[config.mk]
export PLATFORM = sky130hd
export DESIGN_NAME = counter_sequencer
export DESIGN_NICKNAME = d
export VERILOG_FILES = /design/src/rtl/counter_sequencer.sv
export SDC_FILE = /design/constraint.sdc
export NUM_CORES = 1
export LEC_CHECK = 0
export BUFFER_PORTS_ARGS = -buffer_cell sky130_fd_sc_hd__buf_2
export CAP_MARGIN = 20
export CELL_PAD_IN_SITES_DETAIL_PLACEMENT = 1
export CELL_PAD_IN_SITES_GLOBAL_PLACEMENT = 1
export CORE_ASPECT_RATIO = 0.8
export CORE_MARGIN = 10
export CORE_UTILIZATION = 33
export DETAILED_ROUTE_END_ITERATION = 8
export PLACE_DENSITY = 0.73
export SYNTH_ARGS = -nofsm -noshare
export SYNTH_HDL_FRONTEND = slang
export SYNTH_SLANG_ARGS = --single-unit
[constraint.sdc]
create_clock -name clk -period 1.2 [get_ports clk]
set_input_delay 0.12 -clock clk [delete_from_list [all_inputs] [get_ports clk]]
set_output_delay 0.12 -clock clk [all_outputs]
set_load 0.02 [all_outputs]
[src/rtl/counter_sequencer.sv]
// counter_sequencer: start/stop/hold/reload control around a prescaled
// N-bit up-count with a programmable terminal value. One-shot or periodic,
// with a registered one-cycle done pulse at each terminal count.
module counter_sequencer #(
    parameter int N        = 4,
    parameter int PRESCALE = 1
) (
    input  logic         clk,
    input  logic         reset,
    input  logic         start,
    input  logic         stop,
    input  logic         hold,
    input  logic         mode,
    input  logic [N-1:0] limit,
    output logic [N-1:0] q,
    output logic         busy,
    output logic         done
);
    // Prescale counter is at least one bit wide so PRESCALE=1 still has a
    // legal register; with PRESCALE=1 it sits at 0 == PS_MAX forever.
    localparam int PSW = (PRESCALE > 1) ? $clog2(PRESCALE) : 1;
    localparam logic [PSW-1:0] PS_MAX = PSW'(PRESCALE - 1);

    localparam logic [1:0] S_IDLE = 2'd0;
    localparam logic [1:0] S_RUN  = 2'd1;
    localparam logic [1:0] S_HOLD = 2'd2;

    logic [1:0]     state_q, state_d;
    logic [N-1:0]   q_q, q_d;
    logic [PSW-1:0] ps_q, ps_d;
    logic           done_q, done_d;
    logic           busy_q, busy_d;
    logic [N-1:0]   limit_q, limit_d;
    logic           mode_q, mode_d;
    logic           active;

    // Any state other than RUN/HOLD (including the unused code) acts as IDLE.
    assign active = (state_q == S_RUN) || (state_q == S_HOLD);

    // Next-state: stop beats start beats hold beats the prescale tick.
    always_comb begin
        state_d = state_q;
        q_d     = q_q;
        ps_d    = ps_q;
        done_d  = 1'b0;
        limit_d = limit_q;
        mode_d  = mode_q;
        if (stop) begin
            state_d = S_IDLE;
            q_d     = '0;
            ps_d    = '0;
        end else if (start) begin
            limit_d = limit;
            mode_d  = mode;
            q_d     = '0;
            ps_d    = '0;
            state_d = S_RUN;
        end else if (active) begin
            if (hold) begin
                // Frozen: q and ps keep their values for this edge.
                state_d = S_HOLD;
            end else begin
                // Leaving HOLD counts on the same edge hold is seen low, so
                // a hold of H cycles shifts every later event by exactly H.
                state_d = S_RUN;
                if (ps_q != PS_MAX) begin
                    ps_d = ps_q + PSW'(1);
                end else begin
                    ps_d = '0;
                    if (q_q != limit_q) begin
                        q_d = q_q + N'(1);
                    end else begin
                        q_d    = '0;
                        done_d = 1'b1;
                        if (!mode_q)
                            state_d = S_IDLE;
                    end
                end
            end
        end else begin
            state_d = S_IDLE;
            q_d     = '0;
            ps_d    = '0;
        end
        busy_d = (state_d == S_RUN) || (state_d == S_HOLD);
    end

    // State and output registers with synchronous reset.
    always_ff @(posedge clk) begin
        if (reset) begin
            state_q <= S_IDLE;
            q_q     <= '0;
            ps_q    <= '0;
            done_q  <= 1'b0;
            busy_q  <= 1'b0;
            limit_q <= '0;
            mode_q  <= 1'b0;
        end else begin
            state_q <= state_d;
            q_q     <= q_d;
            ps_q    <= ps_d;
            done_q  <= done_d;
            busy_q  <= busy_d;
            limit_q <= limit_d;
            mode_q  <= mode_d;
        end
    end

    assign q    = q_q;
    assign busy = busy_q;
    assign done = done_q;
endmodule
# Yosys cells after proc, flatten, opt, wreduce, memory -nomap -nowiden
# Index checks and enable logic that the tools add are counted.
# Widths: inputs -> output; s select.
[op_classes] n_addsub=2 multipliers=0 div_mod_pow=0 n_lt_le_gt_ge=0 n_eq_ne=5 shifts=0 mux=10 bitwise=4 n_reduce_logical=6
[op_table] cell="$mux 2" n=4
[op_table] cell="$reduce_or 6->1" n=1
[op_table] cell="$mux 1" n=5
[op_table] cell="$add 4x1->4 const B" n=1
[op_table] cell="$eq 2x1->1 const B" n=2
[op_table] cell="$eq 2x2->1 const B" n=2
[op_table] cell="$mux 4" n=1
[op_table] cell="$ne 4x4->1" n=1
[op_table] cell="$not 1->1" n=4
[op_table] cell="$reduce_and 2->1" n=2
[op_table] cell="$reduce_or 4->1" n=1
[op_table] cell="$logic_or 1x1->1" n=2
[op_table] cell="$add 1x1->1 const B" n=1
[word_totals] ff_bits=14 latchBits=0 mem_bits_rw=0 mem_bits_ro=0 input_bits=10 output_inout_bits=6 mem_count=0

# Depth between registers and ports, before layout
[logic_depth] word_depth=9 ltp_mapped=4 depth_no_buf=4

# Worst setup path after synthesis
# No wires, ideal clock.
[synth_timing] kind="flip-flop to flip-flop" from="reg q_q[2] (netlist: q[2])" to="reg done_q (netlist: done)" t_arrival_ns=1.215 slack_ns=-0.088 stages_incl_launch_ff=4 n_path_buf=0 period_less_slack_ns=1.288 cell_sequence="dfxtp_1 > xor2_2 > nor4_4 > nor3b_2"
[synth_between] elab_chain_len=2
[synth_rtl] element="start: declaration" line="29" source="logic [N-1:0] q_q, q_d;"
[synth_rtl] element="start signal: assignment" line="100" source="q_q <= q_d;"
[synth_rtl] element="$ne 4x4->1" line="70" source="if (q_q != limit_q) begin"
[synth_rtl] element="$mux 1" line="70"
[synth_rtl] element="end signal: assignment" line="102" source="done_q <= done_d;"
[synth_rtl] element="end: declaration" line="31" source="logic done_q, done_d;"
# No other way between the ends.
# A chain may end at the register's enable or synchronous reset.

# Worst setup path after layout
[layout_timing] from="reg limit_q[3]" to="reg done_q (netlist: done)"
[layout_between] elab_chain_len=2
[layout_rtl] element="start: declaration" line="33" source="logic [N-1:0] limit_q, limit_d;"
[layout_rtl] element="start signal: assignment" line="104" source="limit_q <= limit_d;"
[layout_rtl] element="$ne 4x4->1" line="70"
[layout_rtl] element="$mux 1" line="70"
# No other way between the ends.

==> impl_summary.md <==
Power and ir drop
In this run the power density over the cells is between 1000 and 1500 nW/um^2. The maximum resistive drop on vdd is ~0.85 mV. In this run the static leakage power is about 0.00036 uW.

Yosys
The Yosys step of the flow raised 0 warnings. The portion of synthesized area spent on multiplexers is between 8 and 9%. Of the synthesized area, sequential elements account for between 40 and 50%.

Counting flops with a built-in enable in the synthesized netlist gives 0. The leading cell type by number of instances after synthesis is sky130_fd_sc_hd__dfxtp_1. The cell count after synthesis came out at a little under 60.

Summing the areas of all fa, ha and maj instances in the mapped netlist gives 2.14% of the synthesized area. The synthesized netlist devotes about 22% of its cell area to simple gates. By count the netlist is led by sky130_fd_sc_hd__dfxtp_1 (13), sky130_fd_sc_hd__nor2_1 (9), sky130_fd_sc_hd__mux2i_1 (5), sky130_fd_sc_hd__xor2_1 (5), sky130_fd_sc_hd__nand2_1 (3).

The post-synthesis net count is approximately 70. The main combinational cell family by area after synthesis is simple AND/OR/NAND/NOR gates. A synthesized cell averages just over 10 um^2. In the post-synthesis netlist, the biggest area contributors are sky130_fd_sc_hd__dfxtp_1 (44%), sky130_fd_sc_hd__mux2i_1 (8.5%), sky130_fd_sc_hd__xor2_1 (7.5%), sky130_fd_sc_hd__nor2_1 (5.8%), sky130_fd_sc_hd__nor4_4 (3.6%). The leading area contributor after synthesis is sky130_fd_sc_hd__dfxtp_1. After synthesis the cells add up to 586 um^2. Of the total synthesized cell area, the portion taken by XOR and XNOR cells is between 10 and 15%. The async set or reset register ratio after synthesis is 0%. The synthesis-stage register bit count is 13. The synthesized netlist devotes about a tenth of its cell area to compound gates. The netlist uses 26 different library cells.

The dominant synthesized flop cell is sky130_fd_sc_hd__dfxtp_1. The portion of synthesized cell area occupied by the leading cell type is 44.4%.

Route
The number of detailed-routing iterations run before antenna repair is 3. In the final routed layout, each cell accounts on average for about 16 um. The number of nets still failing antenna checks after routing is 0.

The detailed router finished its first iteration with 10 violations. For this block, the via count after detailed routing is roughly 510. The sum of routed wire length over all layers is around 1600 um. The vias per cell is 4.90. The post-detailed-route DRC marker count is 0.

Timing
Dividing the final minimum period by the clock period gives slightly below 100%. The post-route worst setup slack is about 9.7 ps. At the pin with the least slew margin, the transition time is approximately 350 ps. The hold violation count in the final report is 0. The worst path in the final design needs a cycle of 1190 ps, including I/O delays and setup. The achievable clock frequency is ~0.84 GHz.

Setup repair after global routing could not meet its margin everywhere. The clock tree skew after final layout is roughly 2.6 ps. In the final timing run, aggregate negative setup slack is 0 ps. The worst max-slew margin expressed relative to the limit is around 76%. The final-report setup violation count is 0. The max-slew violation count is 0.

Die
In this run the vertical extent of the chip is around 58 um. For this configuration, the core starts out at a cell density of between 30% and 40%. The initialized floorplan defines 13 standard-cell rows. The total area inside the core boundary comes to roughly 1700 um^2. The top-level port count is 16.

The die area is around 3900 um^2. In this run the horizontal extent of the chip is 67.1 um.

Worst setup path
The slowest stage cell on the critical path is sky130_fd_sc_hd__dfxtp_2. On the worst path, the slowest cell contributes a delay of between 300 and 400 ps. The critical path is of the register to register type. The critical path startpoint category is a register.

Together, buffers and inverters on the worst path number 1. STA puts the critical path data required time at roughly 1400 ps. In this run the worst path has a maximum fanout of 7.

The sort of element at the end of the critical path is a register. For the worst setup path, the data arrival time is ~1400 ps. Traced cell by cell, the critical path runs through xor2_2 -> nor4_4 -> buf_6 -> nor3b_2.

In this design, the largest share of critical-path delay is due to simple AND/OR/NAND/NOR gates.

Global route
The via count of the first global-routing pass is between 500 and 600. The first-pass GRT wire length is ~2800 um. The overall fraction of global-route tracks in use is a little under a tenth. The initial antenna violation count is 0. Entering global routing, the biggest net connects 9 pins. The aggregate global routing overflow is 0.

Hold path
The class of the tightest hold or removal check is input pin to register.

Finish
The antenna cell count is 0. Of the cells placed in the final design, the portion with a size suffix greater than 1 is 57.8%. Cells fill between 50 and 60% of the core in the end. The layout net count is 95. The number of filler cells placed in the layout is around 190. The layout overhead on the synthesized area is 45.3%.

Placed design
The count of port buffers added during placement is 15. Routability-driven placement finished with a final weighted congestion of between 0.7 and 0.8. Once detailed placement completed, the half-perimeter wirelength came to ~1200 um.

The minimum setup slack after placement is -39.9 ps.

CTS
The clock passes through at most 2 buffers. Clock tree synthesis found a total of 13 sinks. In this run the number of H-tree levels came out at 1. After clock tree synthesis, the clock-pin slew on the worst setup and hold paths is roughly 80 ps. The source-to-sink clock delay at the later pin of the worst-skew pair is between 200 and 300 ps. The buffer cell driving the clock tree root is sky130_fd_sc_hd__clkbuf_4.

In this run, CTS created clock tree buffers numbering 3. The clock tree from TritonCTS is done.

Job
The number of maximum-capacitance violations is 0.

Status
The flow ran to the end, and the final reports show no timing, DRC or antenna violations.
==> through the flow <==
step	total power [uW]	std cells	instance area, um^2	hold WS, ps
6_report	862	105	851	71.7
5_1_grt	914	105	851	72.8
4_1_cts	850	104	796	50.9
3_5_place_dp	567	100	737	352
3_3_place_gp	561	100	737	343
2_1_floorplan	521	58	591	190
==> cells in the final DEF, fill, tap and decap left out <==
master                      Yosys  layout
sky130_fd_sc_hd__dfxtp_1       13       3
sky130_fd_sc_hd__nor4_4         1       1
sky130_fd_sc_hd__nand2_2        0       1
sky130_fd_sc_hd__nand3_1        1       1
sky130_fd_sc_hd__nand2b_1       1       1
sky130_fd_sc_hd__inv_1          1       1
sky130_fd_sc_hd__nor2b_1        1       1
sky130_fd_sc_hd__mux2i_1        5       5
sky130_fd_sc_hd__xor2_1         5       1
sky130_fd_sc_hd__clkbuf_4       0       3
sky130_fd_sc_hd__ha_1           1       1
sky130_fd_sc_hd__buf_2          1      15
sky130_fd_sc_hd__nand2_1        3       2
sky130_fd_sc_hd__o21ai_0        1       1
sky130_fd_sc_hd__a21oi_2        0       1
sky130_fd_sc_hd__nand4_1        1       1
sky130_fd_sc_hd__clkbuf_1       1       1
sky130_fd_sc_hd__nand3b_1       1       1
sky130_fd_sc_hd__xor2_2         1       5
sky130_fd_sc_hd__nor3_2         1       1
sky130_fd_sc_hd__nand4b_1       1       1
sky130_fd_sc_hd__nor3b_2        1       1
sky130_fd_sc_hd__buf_4          0       7
sky130_fd_sc_hd__a211oi_1       2       2
sky130_fd_sc_hd__dfxtp_2        0      10
sky130_fd_sc_hd__o22ai_1        2       2
sky130_fd_sc_hd__a2111oi_4      0       1
sky130_fd_sc_hd__o211ai_1       1       1
sky130_fd_sc_hd__a31oi_4        0       1
sky130_fd_sc_hd__nor2_1         9       9
sky130_fd_sc_hd__buf_6          0       1
==> worst reg2reg max path: stages, from the launching register on <==
cell and delay, ps:
sky130_fd_sc_hd__dfxtp_2 340, sky130_fd_sc_hd__xor2_2 180, sky130_fd_sc_hd__nor4_4 280, sky130_fd_sc_hd__buf_6 180
sky130_fd_sc_hd__nor3b_2 150
==> routing by layer <==
metal	GRT usage (%)	part of all wire (%)	vias to the layer above
met1	9.75	43	247
met4	0.877	0.30	0
met5	0	0	-
met2	15.3	47	15
met3	5.57	9.9	2
li1	-	-	250
==> final timing paths <==
path | cells past startpoint | end | slack, ps | start
max | 4 | done | 10 | limit_q[3]
min reg2reg | 2 | mode_q | 510 | mode_q
max reg2reg | 4 | done | 10 | limit_q[3]
min | 2 | state_q[0] | 70 | stop
==> state kept, by name, indices dropped and copies added, names as in the netlist <==
| register | count |
|---|---|
| busy | 1 |
| done | 1 |
| limit_q | 4 |
| mode_q | 1 |
| q | 4 |
| state_q | 2 |
==> power breakdown <==
group / internal, uW / switching (uW)
clock: 129 / 144
combinational: 62.5 / 72.8
sequential: 444 / 9.18
total: 636 / 226
==> repair_timing <==
item                                    in CTS  in global routing
cloned                                       0                  0
endpoints found under the setup margin       1                  7
resized for setup                            8                  8
pin swaps                                    3                  3
hold buffers                                 0                  0
buffers inserted                             0                  1
==> layout make-up <==
class                   instances  area (um^2)  area share, %
flip-flops and latches         13          273           32.1
inverters                       1         3.75          0.441
repair buffers                 23          139           16.3
well taps                      22         27.5           3.24
multi-input cells              42          382           44.9
clock buffers                   4         26.3           3.09
==> logic make-up after synthesis <==
kind of cell    after synthesis
fa+ha+maj                     1
flops                        13
compound gates                9
mux                           5
simple gates                 21
xor+xnor                      6
buf+inv                       3
(Power assumes the default switching activity.)
